===== config.mk =====
export PLATFORM = sky130hd
export DESIGN_NAME = if_prefetch_buffer
export DESIGN_NICKNAME = d
export VERILOG_FILES = /design/src/rtl/if_prefetch_buffer.sv
export SDC_FILE = /design/constraint.sdc
export NUM_CORES = 1
export LEC_CHECK = 0
export ABC_AREA = 0
export CAP_MARGIN = 0
export CORE_AREA = 2 2 150 152
export CTS_CLUSTER_SIZE = 12
export DETAILED_ROUTE_END_ITERATION = 16
export DIE_AREA = 0 0 152 154
export PLACE_DENSITY = 0.76
export SYNTH_ARGS = -nofsm -noshare
export SYNTH_HDL_FRONTEND = slang
export SYNTH_SLANG_ARGS = --single-unit

===== constraint.sdc =====
create_clock -name clk -period 4 [get_ports clk]
set_input_delay 0.8 -clock clk [delete_from_list [all_inputs] [get_ports clk]]
set_output_delay 0.8 -clock clk [all_outputs]
set_load 0.01 [all_outputs]

===== src/rtl/if_prefetch_buffer.sv =====
// Instruction fetch stage: owns the PC, drives the ROM address and buffers {pc, inst} pairs.
// Optional macro IF_PERF_CNT_EN adds perf_fetched / perf_stall counters.
module if_prefetch_buffer #(
    parameter int          DEPTH    = 4,
    parameter logic [31:0] RESET_PC = 32'h0000_0000,
    parameter int          ROM_AW   = 12
) (
    input  logic              clk,
    input  logic              reset_n,
    input  logic              fetch_en,
    output logic [ROM_AW-1:0] rom_addr,
    input  logic [31:0]       rom_inst,
    input  logic              redirect_valid,
    input  logic [31:0]       redirect_pc,
    output logic              if_valid,
    input  logic              if_ready,
    output logic [31:0]       if_inst,
    output logic [31:0]       if_pc,
    output logic              misalign_err
`ifdef IF_PERF_CNT_EN
    ,
    output logic [31:0]       perf_fetched,
    output logic [31:0]       perf_stall
`endif
);

    localparam int PW = $clog2(DEPTH);
    localparam int CW = PW + 1;

    logic [31:0] pc_q, pc_d;
    logic [PW-1:0] wr_ptr_q, wr_ptr_d;
    logic [PW-1:0] rd_ptr_q, rd_ptr_d;
    logic [CW-1:0] count_q, count_d;
    logic misalign_q, misalign_d;
    logic push, pop;

    logic [31:0] mem_pc_q   [DEPTH];
    logic [31:0] mem_inst_q [DEPTH];

    assign rom_addr     = pc_q[ROM_AW-1:0];
    assign misalign_err = misalign_q;

    // Handshake, head read-out and next-state for PC, pointers and occupancy
    always_comb begin
        if_valid   = (count_q != '0) & ~redirect_valid;
        pop        = if_valid & if_ready;
        push       = fetch_en & ~redirect_valid & ((count_q < CW'(DEPTH)) | pop);
        if_inst    = if_valid ? mem_inst_q[rd_ptr_q] : 32'h0;
        if_pc      = if_valid ? mem_pc_q[rd_ptr_q] : 32'h0;
        pc_d       = pc_q;
        wr_ptr_d   = wr_ptr_q;
        rd_ptr_d   = rd_ptr_q;
        count_d    = count_q;
        misalign_d = 1'b0;
        if (redirect_valid) begin
            pc_d       = {redirect_pc[31:2], 2'b00};
            wr_ptr_d   = '0;
            rd_ptr_d   = '0;
            count_d    = '0;
            misalign_d = |redirect_pc[1:0];
        end else begin
            if (push) begin
                pc_d     = pc_q + 32'd4;
                wr_ptr_d = wr_ptr_q + PW'(1);
            end
            if (pop) begin
                rd_ptr_d = rd_ptr_q + PW'(1);
            end
            case ({push, pop})
                2'b10:   count_d = count_q + CW'(1);
                2'b01:   count_d = count_q - CW'(1);
                default: count_d = count_q;
            endcase
        end
    end

    // Control state registers
    always_ff @(posedge clk or negedge reset_n) begin
        if (!reset_n) begin
            pc_q       <= RESET_PC;
            wr_ptr_q   <= '0;
            rd_ptr_q   <= '0;
            count_q    <= '0;
            misalign_q <= 1'b0;
        end else begin
            pc_q       <= pc_d;
            wr_ptr_q   <= wr_ptr_d;
            rd_ptr_q   <= rd_ptr_d;
            count_q    <= count_d;
            misalign_q <= misalign_d;
        end
    end

    // FIFO storage; contents are qualified by count, so no reset needed
    always_ff @(posedge clk) begin
        if (push) begin
            mem_pc_q[wr_ptr_q]   <= pc_q;
            mem_inst_q[wr_ptr_q] <= rom_inst;
        end
    end

`ifdef IF_PERF_CNT_EN
    logic [31:0] perf_fetched_q, perf_fetched_d;
    logic [31:0] perf_stall_q, perf_stall_d;

    assign perf_fetched = perf_fetched_q;
    assign perf_stall   = perf_stall_q;

    // Count pushes and cycles where a wanted fetch was blocked by a full FIFO
    always_comb begin
        perf_fetched_d = perf_fetched_q;
        perf_stall_d   = perf_stall_q;
        if (push) begin
            perf_fetched_d = perf_fetched_q + 32'd1;
        end
        if (fetch_en & ~redirect_valid & ~push) begin
            perf_stall_d = perf_stall_q + 32'd1;
        end
    end

    // Performance counter registers
    always_ff @(posedge clk or negedge reset_n) begin
        if (!reset_n) begin
            perf_fetched_q <= '0;
            perf_stall_q   <= '0;
        end else begin
            perf_fetched_q <= perf_fetched_d;
            perf_stall_q   <= perf_stall_d;
        end
    end
`endif

endmodule


# Word level (Yosys, flattened, before mapping)
# Memory sizes are Yosys's and may differ from the RTL's.
# Cells that the tools add are included.
dict set report totals {
  ff_bits 40
  ramBits 256
  in_bits 69
  elab_cells 39
  n_memories 2
}
# name depth width read_ports rd_ports_with_merged_regs write_ports line_no
set mem_list {}
lappend mem_list {mem_inst_q 4 32 1 0 1 38} ;# logic [31:0] mem_inst_q [DEPTH];
lappend mem_list {mem_pc_q 4 32 1 0 1 37} ;# logic [31:0] mem_pc_q [DEPTH];
dict set report classes {
  n_addsub 5
  order_cmp 1
  eq_ne 2
  n_mux 13
  bitwise_logic 6
  reduce_logical 5
}
# operator n
set op_table {}
lappend op_table {{$mux 32} 4}
lappend op_table {{$add 32x3->32 const B} 1}
lappend op_table {{$mux 2} 4}
lappend op_table {{$pmux 3 s2} 1}
lappend op_table {{$reduce_bool 3->1} 2}
lappend op_table {{$add 2x1->2 const B} 2}
lappend op_table {{$and 1x1->1} 4}
lappend op_table {{$reduce_bool 2->1} 2}
lappend op_table {{$add 3x1->3 const B} 1}
lappend op_table {{$lt 3x3->1 const B} 1}
lappend op_table {{$mux 1} 3}
lappend op_table {{$mux 3} 1}
lappend op_table {{$sub 3x1->3 const B} 1}
lappend op_table {{$eq 2x1->1 const B} 1}
lappend op_table {{$eq 2x2->1 const B} 1}
lappend op_table {{$reduce_or 2->1} 1}
lappend op_table {{$not 1->1} 1}
lappend op_table {{$or 1x1->1} 1}

# Longest topological paths before layout
# Gate-level depths: netlist of run 1.
dict set report logic_depth {
  depth_word 8
  ltp_mapped 8
  mapped_depth_nobuf 8
}

# Worst setup path after synthesis of run 1
# No wires, ideal clock.
dict set report synth_path {
  path_kind {in2reg}
  startpoint {in redirect_valid}
  endpoint {mem mem_inst_q[0][0], enable pin}
  t_arrival_ps 2806
  t_required_ps 3574
  path_slack_ps 767
  path_stages 3
  path_cell_list {clkbuf_1 > nor3_1 > and2_1}
}
dict set report synth_via {
  elab_chain_cells 7
  elab_cells_between_ends 8
  classes_between {2 x mux; 6 x bitwise}
}
# element line_no
set synth_lines {}
lappend synth_lines {{from (decl)} 13} ;# input logic redirect_valid,
lappend synth_lines {{$not 1->1 (*)} {45, 47}}
lappend synth_lines {{$and 1x1->1} 45} ;# if_valid = (count_q != '0) & ~redirect_valid;
lappend synth_lines {{$and 1x1->1} 46} ;# pop = if_valid & if_ready;
lappend synth_lines {{$or 1x1->1} 47} ;# push = fetch_en & ~redirect_valid & ((count_q < CW'(DEPTH)) | pop);
lappend synth_lines {{$and 1x1->1 (*)} 47}
lappend synth_lines {{$mux 1 (*)} 96} ;# if (push) begin
lappend synth_lines {{$mux 1 (not written as such) (*)} 98} ;# mem_inst_q[wr_ptr_q] <= rom_inst;
lappend synth_lines {{to (decl)} 38}
# Mark *: on every way between the ends. The rest lies on a longest branch, timed or not.

# Worst setup path in the final report of run 1
dict set report layout_path {
  startpoint {reg rd_ptr_q[0]}
  endpoint {out if_pc[15]}
}
dict set report layout_via {
  elab_chain_cells 2
}
# element line_no
set layout_lines {}
lappend layout_lines {{from (decl)} 32} ;# logic [PW-1:0] rd_ptr_q, rd_ptr_d;
lappend layout_lines {{from (signal assigned)} 88} ;# rd_ptr_q <= rd_ptr_d;
lappend layout_lines {{$mem_v2 4x32} n/a}
lappend layout_lines {{$mux 32} 49} ;# if_pc = if_valid ? mem_pc_q[rd_ptr_q] : 32'h0;
lappend layout_lines {{to (decl)} 18} ;# output logic [31:0] if_pc,
# Every way passes these cells.

==> flow_summary.html, run 1 <==
<table>
<tr><th>Metric</th><th>Value</th></tr>
<tr><th colspan="2">Outcome</th></tr>
<tr><td>Result of the run</td><td>finished, final reports clean</td></tr>
<tr><th colspan="2">GRT</th></tr>
<tr><td>Number of antenna violations at the first check in global routing</td><td>0</td></tr>
<tr><td>Largest net degree at the start of global routing</td><td>65</td></tr>
<tr><td>Tot GR Track Use</td><td>20.4%</td></tr>
<tr><td>Via count of the first global-routing pass</td><td>6828</td></tr>
<tr><td>Wire length of the first global-routing pass</td><td>37700 µm</td></tr>
<tr><td>Grt total ovfl</td><td>0</td></tr>
<tr><th colspan="2">Die</th></tr>
<tr><td>Total Die Area</td><td>23400 µm²</td></tr>
<tr><td>Height of the die</td><td>154 µm</td></tr>
<tr><td>Standard-cell rows</td><td>54</td></tr>
<tr><td>Die width</td><td>152 µm</td></tr>
<tr><td>Core area</td><td>21700 µm²</td></tr>
<tr><td>Io pins</td><td>147</td></tr>
<tr><td>Initial core utilization</td><td>54.2%</td></tr>
<tr><th colspan="2">Clock network</th></tr>
<tr><td>H-tree depth</td><td>1</td></tr>
<tr><td>Hold Buf Count CTS</td><td>0</td></tr>
<tr><td>Post-CTS setup buffer count</td><td>0</td></tr>
<tr><td>Post-cts gate resize count</td><td>0</td></tr>
<tr><td>Num Clock Sinks</td><td>286</td></tr>
<tr><td>Clock tree from TritonCTS</td><td>built</td></tr>
<tr><td>Cell at the root of the clock tree</td><td>clkbuf_16</td></tr>
<tr><td>Buffers from clock root to sink, at most</td><td>3</td></tr>
<tr><td>Clock insertion delay at the later pin of the skew report</td><td>0.53 ns</td></tr>
<tr><td>Number of buffers added by the clock tree synthesis step</td><td>29</td></tr>
<tr><td>Clock edge transition at the registers on the reported setup and hold paths</td><td>0.06 ns</td></tr>
<tr><th colspan="2">Synthesis</th></tr>
<tr><td>Cell type contributing the most total cell area after synthesis</td><td>edfxtp_1</td></tr>
<tr><td>Post-synth ARST share</td><td>13.3%</td></tr>
<tr><td>Cells after Synth</td><td>668</td></tr>
<tr><td>Number of different library cells in the post-synthesis netlist</td><td>47</td></tr>
<tr><td>Combined area of all synthesized cells</td><td>11700 µm²</td></tr>
<tr><td>Ys Warns</td><td>0</td></tr>
<tr><td>Largest cells by area after synthesis</td><td>edfxtp_1 (63%), mux4_2 (12%), dfrtp_1 (8.1%), and2_1 (3.7%), xor2_1 (1.7%)</td></tr>
<tr><td>EDFF count, synth</td><td>248</td></tr>
<tr><td>Number of register bits inferred by synthesis</td><td>286</td></tr>
<tr><td>Register area share after synthesis</td><td>71.5%</td></tr>
<tr><td>Per-instance average area after synthesis</td><td>17.6 µm²</td></tr>
<tr><td>Flip-flop cell with the highest count after synthesis</td><td>edfxtp_1</td></tr>
<tr><td>Area fraction of the dominant cell type after synthesis</td><td>63.4%</td></tr>
<tr><th colspan="2">Routing</th></tr>
<tr><td>Number of iterations in the first detailed-routing pass</td><td>4</td></tr>
<tr><td>Via Count</td><td>6356</td></tr>
<tr><td>Number of remaining DRC errors</td><td>0</td></tr>
<tr><td>Routed via count divided by cell count</td><td>5.73</td></tr>
<tr><td>Detailed router's first-iteration violation count</td><td>559</td></tr>
<tr><td>Routed length per instance</td><td>21.2 µm</td></tr>
<tr><td>Total Routed Length</td><td>23500 µm</td></tr>
<tr><td>Remaining number of nets flagged by the antenna check after routing</td><td>0</td></tr>
<tr><th colspan="2">Worst setup path</th></tr>
<tr><td>Critical Path RT</td><td>3.20 ns</td></tr>
<tr><td>Sort of element at the start of the critical path</td><td>flop</td></tr>
<tr><td>Type of the worst setup path</td><td>flop to primary output</td></tr>
<tr><td>Critical-path maximum fanout</td><td>33</td></tr>
<tr><td>Kind of capture point of the worst setup path</td><td>primary output</td></tr>
<tr><td>Worst endpoint data arrival time</td><td>2.95 ns</td></tr>
<tr><th colspan="2">Run</th></tr>
<tr><td>Maximum capacitance violations</td><td>0</td></tr>
<tr><th colspan="2">Timing</th></tr>
<tr><td>Hold Violations, Final</td><td>0</td></tr>
<tr><td>Final count of pins violating max slew</td><td>0</td></tr>
<tr><td>Setup TNS after final layout</td><td>0 ns</td></tr>
<tr><td>Setup violation total in the final timing report</td><td>0</td></tr>
<tr><td>Final worst-path cycle share</td><td>93.9%</td></tr>
<tr><td>Period minus WS final</td><td>3.75 ns</td></tr>
<tr><td>Final setup skew</td><td>0.0110 ns</td></tr>
<tr><td>Slew at the pin closest to its max-slew limit</td><td>0.953 ns</td></tr>
<tr><td>Maximum frequency from static timing analysis</td><td>266 MHz</td></tr>
<tr><td>Unrepaired setup endpoints after global routing</td><td>no</td></tr>
<tr><td>Relative slew margins</td><td>36.4%</td></tr>
<tr><th colspan="2">Min path</th></tr>
<tr><td>Path class of the lowest-slack min-delay path</td><td>input port to asynchronous set/reset pin</td></tr>
<tr><th colspan="2">Cells and area</th></tr>
<tr><td>Antenna diode count</td><td>0</td></tr>
<tr><td>Most frequent standard cell in the layout excluding fill and tap cells</td><td>edfxtp_1</td></tr>
<tr><td>Commonest non-fill, non-tap cells in the layout</td><td>edfxtp_1 (248), clkdlybuf4s50_1 (140), and2_1 (66)</td></tr>
<tr><td>Layout Area Growth over Synthesis</td><td>22.0%</td></tr>
<tr><td>Cell area after layout</td><td>14300 µm²</td></tr>
<tr><td>Fraction of layout instances using a drive strength above 1</td><td>16.6%</td></tr>
<tr><td>End-of-flow core utilization</td><td>66.1%</td></tr>
<tr><td>Post-layout net count</td><td>886</td></tr>
<tr><td>Layout fillers</td><td>1467</td></tr>
<tr><th colspan="2">Power</th></tr>
<tr><td>IR drop worst, VDD</td><td>0.000299 V</td></tr>
<tr><td>Leak Pwr</td><td>0.00472 µW</td></tr>
<tr><td>Pwr dens</td><td>486 nW/µm²</td></tr>
<tr><th colspan="2">Placed design</th></tr>
<tr><td>IO Port Bufs</td><td>142</td></tr>
<tr><td>Hpwl dp</td><td>14800 µm</td></tr>
<tr><td>GPL Wtd Cong</td><td>0.881</td></tr>
<tr><td>DP Area</td><td>13500 µm²</td></tr>
</table>
critical path, stage by stage, from the launching register on:
cell	delay (ns)
dfrtp_4	0.88
buf_4	0.33
mux4_2	0.54
and2_1	0.18
clkdlybuf4s50_1	0.47
registers in the layout, summed over array words and instances (netlist names):
signal and flops:
mem_pc_q 120, misalign_err 1, mem_inst_q 128, rd_ptr_q 2, pc_q 30, wr_ptr_q 2
count_q 3
routing by layer:
metal  share of wire, %  track usage, %  wire length (µm)
met5                  0               0                 0
met4                1.6            5.07               379
met3                6.8            3.64              1600
met2                 49            33.6             11500
met1                 43            28.6              9990
power breakdown:
group | internal [µW] | switching (µW) | leakage (µW)
Clock | 1450 | 1020 | 0.000418
Sequential | 3400 | 152 | 0.00273
Combinational | 538 | 412 | 0.00158
layout make-up:
cell class / instances / area (µm²) / share of cell area [%]
Clock buffer: 45 / 816 / 5.69
Inverter: 6 / 22.5 / 0.157
Tap cell: 280 / 350 / 2.44
Sequential cell: 286 / 8400 / 58.6
Timing Repair Buffer: 158 / 1610 / 11.2
Multi-Input combinational cell: 330 / 3090 / 21.6
Clock inverter: 4 / 43.8 / 0.306
path summary, 6_finish.rpt:
check / startpoint / to / slack, ns / cells after the start
setup / recovery: rd_ptr_q[0] / if_pc[15] / 0.25 / 4
hold / removal: reset_n / pc_q[17] / 0.39 / 1
setup reg to reg: count_q[2] / mem_pc_q[2][18] / 1.45 / 4
hold reg to reg: count_q[0] / count_q[0] / 0.56 / 1
max in group asynchronous: reset_n / rd_ptr_q[0] / 2.96 / 1
min in group clk: count_q[0] / count_q[0] / 0.56 / 1
Yosys cell counts, types with 2 or more instances:
| master | instances |
|---|---|
| inv_1 | 5 |
| nor3_1 | 5 |
| nand3_2 | 3 |
| nand4_1 | 15 |
| mux4_2 | 62 |
| nand2_1 | 41 |
| xnor2_1 | 5 |
| o21ai_0 | 24 |
| xor2_1 | 23 |
| and2_1 | 70 |
| mux2_2 | 2 |
| edfxtp_1 | 248 |
| or3_1 | 2 |
| o21ai_1 | 8 |
| a211oi_1 | 2 |
| a31oi_1 | 2 |
| nand3_1 | 12 |
| nor4_1 | 2 |
| buf_4 | 15 |
| nor2b_1 | 2 |
| clkbuf_1 | 23 |
| dfrtp_1 | 38 |
| and3_1 | 2 |
| nor2_1 | 16 |
| buf_2 | 11 |
| ha_1 | 5 |
| a21oi_1 | 5 |
logic make-up (layout without fill, tap and decap cells):
| family | Yosys count | count (layout) | share of synthesized area [%] |
|---|---|---|---|
| other | 1 | 4 | 0.0319 |
| muxes | 65 | 65 | 12.2 |
| AOI/OAI and AO/OA | 48 | 48 | 2.56 |
| and+or+nand+nor | 179 | 179 | 8.60 |
| xor gates and xnor gates | 28 | 28 | 2.09 |
| adders and majority gates | 6 | 6 | 0.703 |
| buffers and inverters | 55 | 213 | 2.35 |
| DFF | 286 | 286 | 71.5 |
metrics by stage:
stage	total power (µW)	worst slack, ns	hold WS (ns)	cells
after detailed placement	4570	0.595	0.554	1060
final	6970	0.246	0.388	1109
after floorplan	4120	0.767	0.471	671
after global placement	4540	0.701	0.529	1060
after CTS	7030	0.169	0.397	1109
after global routing	7230	0.0856	0.447	1109
Note: power is estimated with default switching activity, not from simulation.
==> inputs of run 2 (changes only) <==
- ABC_CLOCK_PERIOD_IN_PS: default -> 4000
==> results of run 2 <==
Final layout, timing and power as in run 1 (identical DEF).
==> inputs of run 3 (changes only) <==
- ABC_AREA: 0 -> 1
- CORE_AREA: 2 2 150 152 -> 2 2 153 155
- DIE_AREA: 0 0 152 154 -> 0 0 155 157
- REMOVE_ABC_BUFFERS: default -> 1
==> run 3 against run 2 <==
Final cell count grew 42%. Clock power hardly changed. Hold slack improved by 0.0029 ns. Register-to-register slack better by 0.35 ns. Maximum frequency grew 1.5%. Core utilization down 0.16 points. Combinational power grew 62%. Global-route usage is 2.6 points higher. First-iteration DRC count grew 21%. Final area up 3.5%. Sequential share of layout area is 2.0 points lower. Clock skew decreased by 0.0024 ns. Critical endpoint is now if_pc[17]. Largest power group unchanged. Highest routed layer unchanged.
==> flow_summary.html, run 3 <==
<table>
<tr><th>Metric</th><th>Value</th></tr>
<tr><th colspan="2">Die</th></tr>
<tr><td>Standard-cell rows</td><td>55</td></tr>
<tr><td>Core area</td><td>22500 µm²</td></tr>
<tr><td>Die width</td><td>155 µm</td></tr>
<tr><td>Height of the die</td><td>157 µm</td></tr>
<tr><td>Total Die Area</td><td>24300 µm²</td></tr>
<tr><td>Initial core utilization</td><td>54.6%</td></tr>
<tr><td>Io pins</td><td>147</td></tr>
<tr><th colspan="2">Synthesis</th></tr>
<tr><td>EDFF count, synth</td><td>248</td></tr>
<tr><td>Cell type contributing the most total cell area after synthesis</td><td>edfxtp_1</td></tr>
<tr><td>Ys Warns</td><td>0</td></tr>
<tr><td>Post-synth ARST share</td><td>13.3%</td></tr>
<tr><td>Per-instance average area after synthesis</td><td>10.7 µm²</td></tr>
<tr><td>Flip-flop cell with the highest count after synthesis</td><td>edfxtp_1</td></tr>
<tr><td>Largest cells by area after synthesis</td><td>edfxtp_1 (61%), nor2_1 (9.2%), dfrtp_1 (7.7%), o21ai_0 (5.4%), nand2_1 (5.2%)</td></tr>
<tr><td>Combined area of all synthesized cells</td><td>12300 µm²</td></tr>
<tr><td>Number of different library cells in the post-synthesis netlist</td><td>34</td></tr>
<tr><td>Number of register bits inferred by synthesis</td><td>286</td></tr>
<tr><td>Most common cell in the synthesized netlist</td><td>nor2_1</td></tr>
<tr><td>Top post-synthesis cells by count</td><td>nor2_1 (300), edfxtp_1 (248), nand2_1 (171), o21ai_0 (132), a21oi_1 (65)</td></tr>
<tr><td>Cells after Synth</td><td>1145</td></tr>
<tr><td>Area fraction of the dominant cell type after synthesis</td><td>60.6%</td></tr>
<tr><td>Register area share after synthesis</td><td>68.4%</td></tr>
<tr><th colspan="2">Clock network</th></tr>
<tr><td>Number of buffers added by the clock tree synthesis step</td><td>29</td></tr>
<tr><td>H-tree depth</td><td>1</td></tr>
<tr><td>Post-cts gate resize count</td><td>0</td></tr>
<tr><td>Hold Buf Count CTS</td><td>0</td></tr>
<tr><td>Num Clock Sinks</td><td>286</td></tr>
<tr><td>Clock tree from TritonCTS</td><td>built</td></tr>
<tr><td>Buffers from clock root to sink, at most</td><td>3</td></tr>
<tr><td>Cell at the root of the clock tree</td><td>clkbuf_16</td></tr>
<tr><td>Clock insertion delay at the later pin of the skew report</td><td>0.54 ns</td></tr>
<tr><td>Post-CTS setup buffer count</td><td>0</td></tr>
<tr><td>Clock edge transition at the registers on the reported setup and hold paths</td><td>0.06 ns</td></tr>
<tr><th colspan="2">Worst setup path</th></tr>
<tr><td>Worst path cell trace</td><td>nor2_1 -&gt; a21oi_2 -&gt; inv_2 -&gt; a21oi_1 -&gt; clkdlybuf4s50_1</td></tr>
<tr><td>Kind of capture point of the worst setup path</td><td>primary output</td></tr>
<tr><td>Worst endpoint data arrival time</td><td>2.90 ns</td></tr>
<tr><td>Slack of the worst reg-to-reg path</td><td>1.80 ns</td></tr>
<tr><td>Kind of cell adding the most delay to the critical path</td><td>buffers and inverters</td></tr>
<tr><td>Sort of element at the start of the critical path</td><td>flop</td></tr>
<tr><td>Type of the worst setup path</td><td>flop to primary output</td></tr>
<tr><td>Slowest cell on crit path</td><td>inv_2</td></tr>
<tr><td>Critical Path RT</td><td>3.20 ns</td></tr>
<tr><td>Delay of the slowest cell on the worst path</td><td>0.79 ns</td></tr>
<tr><td>CP Buf/Inv Count</td><td>2</td></tr>
<tr><td>Critical-path maximum fanout</td><td>62</td></tr>
<tr><td>Critical R2R Capture</td><td>pc_q[8]</td></tr>
<tr><td>Beginning of the worst register-to-register path</td><td>count_q[2]</td></tr>
<tr><td>Path depth of the worst reg2reg path</td><td>7</td></tr>
<tr><th colspan="2">Timing</th></tr>
<tr><td>Setup violation total in the final timing report</td><td>0</td></tr>
<tr><td>Relative slew margins</td><td>26.3%</td></tr>
<tr><td>Final count of pins violating max slew</td><td>0</td></tr>
<tr><td>Hold Violations, Final</td><td>0</td></tr>
<tr><td>Maximum frequency from static timing analysis</td><td>270 MHz</td></tr>
<tr><td>Worst hold slack</td><td>0.391 ns</td></tr>
<tr><td>Unrepaired setup endpoints after global routing</td><td>no</td></tr>
<tr><td>Final worst-path cycle share</td><td>92.4%</td></tr>
<tr><td>Period minus WS final</td><td>3.70 ns</td></tr>
<tr><td>Final setup skew</td><td>0.00863 ns</td></tr>
<tr><td>Slew at the pin closest to its max-slew limit</td><td>1.11 ns</td></tr>
<tr><th colspan="2">Min path</th></tr>
<tr><td>Path class of the lowest-slack min-delay path</td><td>input port to asynchronous set/reset pin</td></tr>
<tr><th colspan="2">Placed design</th></tr>
<tr><td>IO Port Bufs</td><td>142</td></tr>
<tr><td>GPL Wtd Cong</td><td>0.928</td></tr>
<tr><td>Hpwl dp</td><td>17000 µm</td></tr>
<tr><th colspan="2">Power</th></tr>
<tr><td>IR drop worst, VDD</td><td>0.000578 V</td></tr>
<tr><td>Leak Pwr</td><td>0.00529 µW</td></tr>
<tr><td>Final total power</td><td>7600 µW</td></tr>
<tr><td>Pwr dens</td><td>512 nW/µm²</td></tr>
<tr><th colspan="2">Cells and area</th></tr>
<tr><td>Max reg flops</td><td>128</td></tr>
<tr><td>Fraction of layout instances using a drive strength above 1</td><td>5.90%</td></tr>
<tr><td>Most frequent standard cell in the layout excluding fill and tap cells</td><td>nor2_1</td></tr>
<tr><td>Top register by number of flip-flops</td><td>mem_inst_q</td></tr>
<tr><td>Post-layout net count</td><td>1346</td></tr>
<tr><td>Commonest non-fill, non-tap cells in the layout</td><td>nor2_1 (296), edfxtp_1 (248), nand2_1 (171)</td></tr>
<tr><td>Layout Area Growth over Synthesis</td><td>20.8%</td></tr>
<tr><td>End-of-flow core utilization</td><td>65.9%</td></tr>
<tr><td>Layout fillers</td><td>1673</td></tr>
<tr><td>Largest registers</td><td>mem_inst_q: 128 flops, mem_pc_q: 120 flops, pc_q: 30 flops</td></tr>
<tr><th colspan="2">Routing</th></tr>
<tr><td>Number of iterations in the first detailed-routing pass</td><td>6</td></tr>
<tr><td>Routed length per instance</td><td>17.6 µm</td></tr>
<tr><td>Remaining number of nets flagged by the antenna check after routing</td><td>0</td></tr>
<tr><td>Via Count</td><td>8573</td></tr>
<tr><td>Number of remaining DRC errors</td><td>0</td></tr>
<tr><td>Detailed router's first-iteration violation count</td><td>679</td></tr>
<tr><td>Routed via count divided by cell count</td><td>5.44</td></tr>
<tr><td>Total Routed Length</td><td>27700 µm</td></tr>
<tr><th colspan="2">GRT</th></tr>
<tr><td>Via count of the first global-routing pass</td><td>8218</td></tr>
<tr><td>Grt total ovfl</td><td>0</td></tr>
<tr><td>Wire length of the first global-routing pass</td><td>43600 µm</td></tr>
<tr><td>Tot GR Track Use</td><td>22.9%</td></tr>
<tr><td>Largest net degree at the start of global routing</td><td>89</td></tr>
<tr><td>Number of antenna violations at the first check in global routing</td><td>1</td></tr>
<tr><th colspan="2">Outcome</th></tr>
<tr><td>Result of the run</td><td>finished, final reports clean</td></tr>
<tr><th colspan="2">Run</th></tr>
<tr><td>Maximum capacitance violations</td><td>0</td></tr>
</table>
[run 3: cell types whose count changed after synthesis, sizes merged, moves of 20 or more]
cell,delta
and2,-71
nand3,+20
mux4,-62
o21ai,+100
nor2,+288
inv,+28
a21oi,+61
nand2,+131
[run 3: how the worst max path moves through the flow]
stage                   startpoint         end  cells after the start
floorplan              rd_ptr_q[0]  if_inst[0]                      3
finish                  count_q[0]   if_pc[17]                      5
global placement    redirect_valid  if_inst[4]                      5
CTS                     count_q[0]   if_pc[17]                      5
global route            count_q[0]   if_pc[17]                      5
detailed placement  redirect_valid  if_inst[7]                      5
[run 3: area by class of cell]
class	instances	area (µm²)	area share (%)
multi-input cells	759	3440	23.2
clock inverters	7	61.3	0.413
clock buffers	42	785	5.29
well taps	285	357	2.40
flip-flops and latches	286	8400	56.6
repair buffers	161	1660	11.2
inverters	34	134	0.902
diodes	1	2.50	0.0169
[run 3: cell families after synthesis]
logic type,share of synthesized area (%)
AOI/OAI and AO/OA,8.98
xor gates and xnor gates,0.998
adders and majority gates,0.672
buffers and inverters,4.01
DFF,68.4
other,0.0305
and+or+nand+nor,16.9
[run 3: worst reg2reg max path: cells and delay by family (launching register included)]
kind / cells / cell delay [ns]
and+or+nand+nor: 2 / 0.16
buffers and inverters: 3 / 0.70
AOI/OAI and AO/OA: 2 / 0.89
DFF: 1 / 0.36
[run 3: through the flow]
| stage | instances | setup TNS, ns | setup slack [ns] | area, µm² |
|---|---|---|---|---|
| CTS | 1574 | 0 | 0.229 | 14800 |
| finish | 1575 | 0 | 0.302 | 14800 |
| detailed placement | 1525 | 0 | 0.313 | 14000 |
| global placement | 1525 | 0 | 0.446 | 14000 |
| global route | 1575 | 0 | 0.0749 | 14800 |
| floorplan | 1079 | -93.77 | -0.646 | 11900 |
[run 3: report_power, final]
part           switching [µW]  internal (µW)  leakage [µW]
registers                 176           3430       0.00272
clock network            1040           1410      0.000412
logic                     898            647       0.00217
[run 3: routing by layer]
metal | global-route usage, % | part of all wire, %
met4 | 7.36 | 2.4
met1 | 31.2 | 43
met3 | 3.50 | 6.3
met2 | 38.4 | 48
met5 | 0 | 0
